## src/rtl/sudoku_pkg.sv

```systemverilog
// rtl/sudoku_pkg.sv - shared constants, FSM state enum and cell-index type for the sudoku loader
package sudoku_pkg;

  localparam int N        = 9;
  localparam int CELLS    = N * N;
  localparam int DIG_W    = 4;
  localparam int ONEHOT_W = N;

  typedef enum logic [2:0] {
    IDLE,
    CLEAR,
    LOAD,
    CHECK,
    REPORT
  } state_t;

  typedef logic [6:0] cell_idx_t;

endpackage

```

## src/rtl/sudoku_digit_onehot.sv

```systemverilog
// rtl/sudoku_digit_onehot.sv - combinational hex digit to one-hot converter
// Ports:
//   hex    in  HW  cell digit; 1..W are legal, anything else is treated as blank
//   onehot out W   bit (hex-1) set for legal digits, all zeros otherwise
module sudoku_digit_onehot #(
  parameter int W  = sudoku_pkg::ONEHOT_W,
  parameter int HW = sudoku_pkg::DIG_W
) (
  input  logic [HW-1:0] hex,
  output logic [W-1:0]  onehot
);

  // Compare against every legal value rather than shifting, so blanks and
  // out-of-range digits fall out as all-zero without a separate range test.
  always_comb begin
    onehot = '0;
    for (int i = 0; i < W; i++) begin
      if (hex == HW'(i + 1)) begin
        onehot[i] = 1'b1;
      end
    end
  end

endmodule

```

## src/rtl/sudoku_load_ctrl.sv

```systemverilog
// rtl/sudoku_load_ctrl.sv - serial grid loader and check sequencer for the sudoku checker
// Optional feature macro: SUDOKU_LOAD_ERR_EN (sticky illegal-digit flag that skips the checker)
// Ports:
//   clk, reset            clock, synchronous active-high reset
//   start, abort          begin a load (IDLE only) / return to IDLE from anywhere
//   cell_valid/cell_hex   digit offer, row-major order
//   cell_ready            digit accepted this cycle (LOAD only)
//   cell_idx              index of the next cell to be written
//   grid_bin              assembled one-hot grid, cell i at [i*N +: N]
//   chk_req/chk_ack/chk_pass  level request to the checker, completion pulse, verdict
//   busy                  state is not IDLE
//   result_valid/result_pass/result_err  one-cycle result strobe and its qualifiers
module sudoku_load_ctrl #(
  parameter int N     = sudoku_pkg::N,
  parameter int DIG_W = sudoku_pkg::DIG_W
) (
  input  logic               clk,
  input  logic               reset,
  input  logic               start,
  input  logic               abort,
  input  logic               cell_valid,
  input  logic [DIG_W-1:0]   cell_hex,
  output logic               cell_ready,
  output logic [6:0]         cell_idx,
  output logic [N*N*N-1:0]   grid_bin,
  output logic               chk_req,
  input  logic               chk_ack,
  input  logic               chk_pass,
  output logic               busy,
  output logic               result_valid,
  output logic               result_pass,
  output logic               result_err
);

  import sudoku_pkg::*;

  localparam cell_idx_t LAST_IDX = cell_idx_t'(N * N - 1);

  state_t        state;
  state_t        state_next;
  logic [N-1:0]  cell_onehot;
  logic          xfer;
  logic          last_xfer;

  sudoku_digit_onehot #(
    .W  (N),
    .HW (DIG_W)
  ) u_onehot (
    .hex    (cell_hex),
    .onehot (cell_onehot)
  );

  assign xfer      = cell_valid & cell_ready;
  assign last_xfer = xfer & (cell_idx == LAST_IDX);

`ifdef SUDOKU_LOAD_ERR_EN
  logic err_flag;
  logic cell_illegal;
  logic load_err;

  assign cell_illegal = (cell_hex > DIG_W'(N));
  // Include the digit being accepted now so an illegal final cell still counts.
  assign load_err     = err_flag | (xfer & cell_illegal);
`endif

  // State register
  always_ff @(posedge clk) begin
    if (reset) begin
      state <= IDLE;
    end else begin
      state <= state_next;
    end
  end

  // Next-state logic
  always_comb begin
    state_next = state;
    case (state)
      IDLE:   if (start) state_next = CLEAR;
      CLEAR:  state_next = LOAD;
      LOAD: begin
        if (last_xfer) begin
`ifdef SUDOKU_LOAD_ERR_EN
          state_next = load_err ? REPORT : CHECK;
`else
          state_next = CHECK;
`endif
        end
      end
      // Only an ack seen while already in CHECK counts, so chk_req has
      // always been visible to the checker before it can complete.
      CHECK:  if (chk_ack) state_next = REPORT;
      REPORT: state_next = IDLE;
      default: state_next = IDLE;
    endcase
    if (abort) begin
      state_next = IDLE;
    end
  end

  // Output decode
  always_comb begin
    cell_ready   = (state == LOAD);
    chk_req      = (state == CHECK);
    result_valid = (state == REPORT);
    busy         = (state != IDLE);
  end

  // Datapath: grid register, cell index, verdict and error latches
  always_ff @(posedge clk) begin
    if (reset) begin
      grid_bin    <= '0;
      cell_idx    <= '0;
      result_pass <= 1'b0;
`ifdef SUDOKU_LOAD_ERR_EN
      err_flag    <= 1'b0;
      result_err  <= 1'b0;
`endif
    end else begin
      case (state)
        CLEAR: begin
          grid_bin    <= '0;
          cell_idx    <= '0;
          result_pass <= 1'b0;
`ifdef SUDOKU_LOAD_ERR_EN
          err_flag    <= 1'b0;
          result_err  <= 1'b0;
`endif
        end
        LOAD: begin
          if (xfer) begin
            grid_bin[int'(cell_idx)*N +: N] <= cell_onehot;
            // Index parks on the last cell rather than wrapping.
            if (cell_idx != LAST_IDX) begin
              cell_idx <= cell_idx + 7'd1;
            end
`ifdef SUDOKU_LOAD_ERR_EN
            err_flag <= load_err;
            if (last_xfer && load_err) begin
              result_pass <= 1'b0;
              result_err  <= 1'b1;
            end
`endif
          end
        end
        CHECK: begin
          if (chk_ack) begin
            result_pass <= chk_pass;
          end
        end
        default: begin
        end
      endcase
    end
  end

`ifndef SUDOKU_LOAD_ERR_EN
  assign result_err = 1'b0;
`endif

endmodule

```

## config.mk

```make
export PLATFORM = sky130hd
export DESIGN_NAME = sudoku_load_ctrl
export DESIGN_NICKNAME = d
export VERILOG_FILES = /design/src/rtl/sudoku_pkg.sv /design/src/rtl/sudoku_digit_onehot.sv /design/src/rtl/sudoku_load_ctrl.sv
export SDC_FILE = /design/constraint.sdc
export NUM_CORES = 2
export LEC_CHECK = 0
export CAP_MARGIN = 20
export CORE_AREA = 2 2 293 295
export CTS_BUF_LIST = sky130_fd_sc_hd__clkbuf_4 sky130_fd_sc_hd__clkbuf_8 sky130_fd_sc_hd__clkbuf_16
export DETAILED_ROUTE_END_ITERATION = 10
export DIE_AREA = 0 0 295 297
export MAX_ROUTING_LAYER = met4
export PLACE_DENSITY = 0.61
export REMOVE_ABC_BUFFERS = 1
export SLEW_MARGIN = 25
export SYNTH_ARGS = -nofsm -noshare
export SYNTH_HDL_FRONTEND = slang
export SYNTH_SLANG_ARGS = --single-unit
```

## constraint.sdc

```tcl
create_clock -name clk -period 4.5 [get_ports clk]
set_input_delay 0.9 -clock clk [delete_from_list [all_inputs] [get_ports clk]]
set_output_delay 0.9 -clock clk [all_outputs]
set_load 0.005 [all_outputs]
```

==> run metrics <==
fin crit share=81.5%; clk buf depth=3; first-pass GRT wire length=156000 µm; Worst setup SP type=flip-flop; Max FO, Critical Path=14; commonest non-fill, non-tap cell in the layout=clkdlybuf4s50_1; gr ovfl total=0; Global Route Usage Sum=24.9%; Slew Viols, Final=0; Initial Utilization=~30%; routed wire length per instance=25.9 µm; setup_tns=0 ns; io pins=753; kind of critical path=reg -> reg; Hold Fails Final Rpt=0; largest family of logic cells by synthesized area=compound AO/OA/AOI/OAI gates; Critical Path Sink Type=flip-flop; simple-gate share of the synthesized area=9.96%; Seq/Total Area, Yosys=~59%; Chip Width=295 µm; initial antenna violation count=0; Final Setup Violations=0; Pwr Total=13.8 mW; CP arrival=4.25 ns; Chip Height=a little under 300 µm; dominant synthesized flop cell=dfxtp_1; clock latency on the worst-skew pair=0.66 ns; Post-Synthesis Cells=2285; Post-Syn Area=25200 µm²; vias in the first global route=21098; Max-Slew Margin vs Limit=29.1%; post-CTS sizing=0; first drt pass iteration count=7; Via density=5.13; Lkg Pwr=12.6 nW; worst-margin pin slew=1.06 ns; 1st-iter DRT viols=1418; Placer Congestion=0.828; final worst path period need=3.67 ns; ys async rst share=0%; RSZ-0062 raised after global routing=no; min-delay worst type=reg -> reg; nets=between 3000 and 4000; share of layout cells above drive strength 1=11.3%; std cell rows=107; Clock transition at path regs=0.06 ns; #FFs+latches synth=740; number of post-CTS setup repair buffers=0; routed vias=21799; DP Wirelength=slightly below 80000 µm; Fmax achieved=273 MHz; Die Area=roughly 88000 µm²; pwr/cell area=roughly 370 nW/µm²; H-tree depth=3; maximum VDD drop=0.258 mV; Buffers on Ports=751; DRC errors left=0; Core ar.=approximately 84000 µm²; clk sinks=740; total wire length=between 100000 and 150000 µm; CTS tree=yes; clk root buf=clkbuf_16; worst path required time=about 5 ns; ANT nets after route=0; Synth warnings=0; area grow syn2layout=46.5%; largest net degree at the start of global routing=49; count of cell types in the netlist=between 70 and 80; Post-synth EDFFs=0; post-cts hold buffer count=0; Mean Syn Cell Area=11.0 µm²; Synth Area in Adders=0.0994%; fraction of synthesized area in multiplexers=0%; most frequent cells in the layout=clkdlybuf4s50_1, dfxtp_1, a22o_1, nand2_1, o2bb2ai_1; Max-cap violations=0; Synth Area in Compound Gates=27.3%; Post-Route Skew=0.0421 ns; outcome=complete, no violations; Num CTS Buffers=81; Synth Area in XOR/XNOR=0.308%
stage by stage:
step | hold WS (ns) | instance area [µm²] | utilization, % | setup slack (ns) | instances
final | 0.447 | 36900 | 43.7 | 0.832 | 4251
after global routing | 0.468 | 36900 | 43.7 | 0.499 | 4250
after CTS | 0.450 | 36900 | 43.7 | 0.808 | 4250
after detailed placement | 0.441 | 34100 | 40.3 | 0.736 | 4104
after global placement | 0.433 | 34100 | 40.3 | 0.780 | 4104
after floorplan | 0.442 | 24500 | - | 0.609 | 2142
final cells by class:
class	instances	area, µm²
diodes	1	2.50
clock buffers	118	2410
clock inverters	28	403
fillers	8044	47600
inverters	52	195
multi-input cells	1350	9590
flip-flops and latches	740	14800
well taps	1144	1430
repair buffers	818	8040
power by group:
part | internal, mW | switching [mW]
combinational | 0.0666 | 0.263
clock | 4.11 | 2.83
sequential | 6.55 | 0.00227
flip-flops by register name (all words and copies together) (netlist names):
signal       count
result_pass      1
grid_bin       729
cell_idx         7
state            3
critical path, stage by stage, from the launching register on:
cell and delay (ns):
dfxtp_1 0.50, inv_1 0.11, ha_1 0.21, nor3b_2 0.19
xnor2_2 0.77, nand3_1 0.43, nor2_1 0.75, nand2_1 0.42
o2bb2ai_1 0.24
metal layers:
layer  vias up  track usage, %  share of wire [%]
met1     10757            30.7                 43
met5         -               -                  0
met4         0            7.08                2.7
met3       169            6.22                7.5
met2       834            40.0                 47
li1      10039               -                  -
Yosys cell counts, types with 4 or more instances:
library cell	count	area [µm²]
o21ai_0	126	631
nor2b_1	7	43.8
nor3_2	9	90.1
nand2_1	209	785
buf_1	6	22.5
nand4_1	7	43.8
buf_2	60	300
nor3_4	7	114
a22oi_1	9	67.6
nor2_1	86	323
nand2b_1	23	144
a31oi_2	4	50.1
and3_1	8	50.1
or2_2	6	37.5
buf_4	12	90.1
o32ai_1	47	412
buf_6	4	45.0
or3_1	11	68.8
a21oi_1	33	165
o2bb2ai_1	162	1420
nor3_1	29	145
xor2_1	4	35.0
dfxtp_1	740	14800
a31oi_1	5	31.3
o22ai_1	14	87.6
o21ai_1	24	120
nand3_2	4	40.0
nor2_2	25	156
nand3_1	22	110
nor2_4	5	56.3
clkbuf_1	60	225
a21oi_2	22	193
nand2_2	4	25.0
inv_1	52	195
a31oi_4	12	255
and2_1	5	31.3
a22o_1	356	3120
kinds of logic (layout without fill, tap and decap cells):
family / count (synthesis) / count (layout)
XOR/XNOR: 8 / 8
AND/OR/NAND/NOR: 493 / 493
adder cells (fa/ha/maj): 2 / 2
AO/OA/AOI/OAI: 846 / 846
buffers and inverters: 195 / 1016
flip-flops: 740 / 740
other: 1 / 2
path summary, 6_finish.rpt:
path | from | endpoint | slack [ns] | cells past startpoint
setup reg to reg | cell_idx[1]$_SDFFE_PP0P_ | grid_bin[335]$_SDFFE_PP0P_ | 0.83 | 8
setup / recovery | cell_idx[1]$_SDFFE_PP0P_ | grid_bin[335]$_SDFFE_PP0P_ | 0.83 | 8
hold reg to reg | grid_bin[560]$_SDFFE_PP0P_ | grid_bin[560]$_SDFFE_PP0P_ | 0.45 | 2
hold / removal | grid_bin[560]$_SDFFE_PP0P_ | grid_bin[560]$_SDFFE_PP0P_ | 0.45 | 2
(Power assumes the default switching activity.)
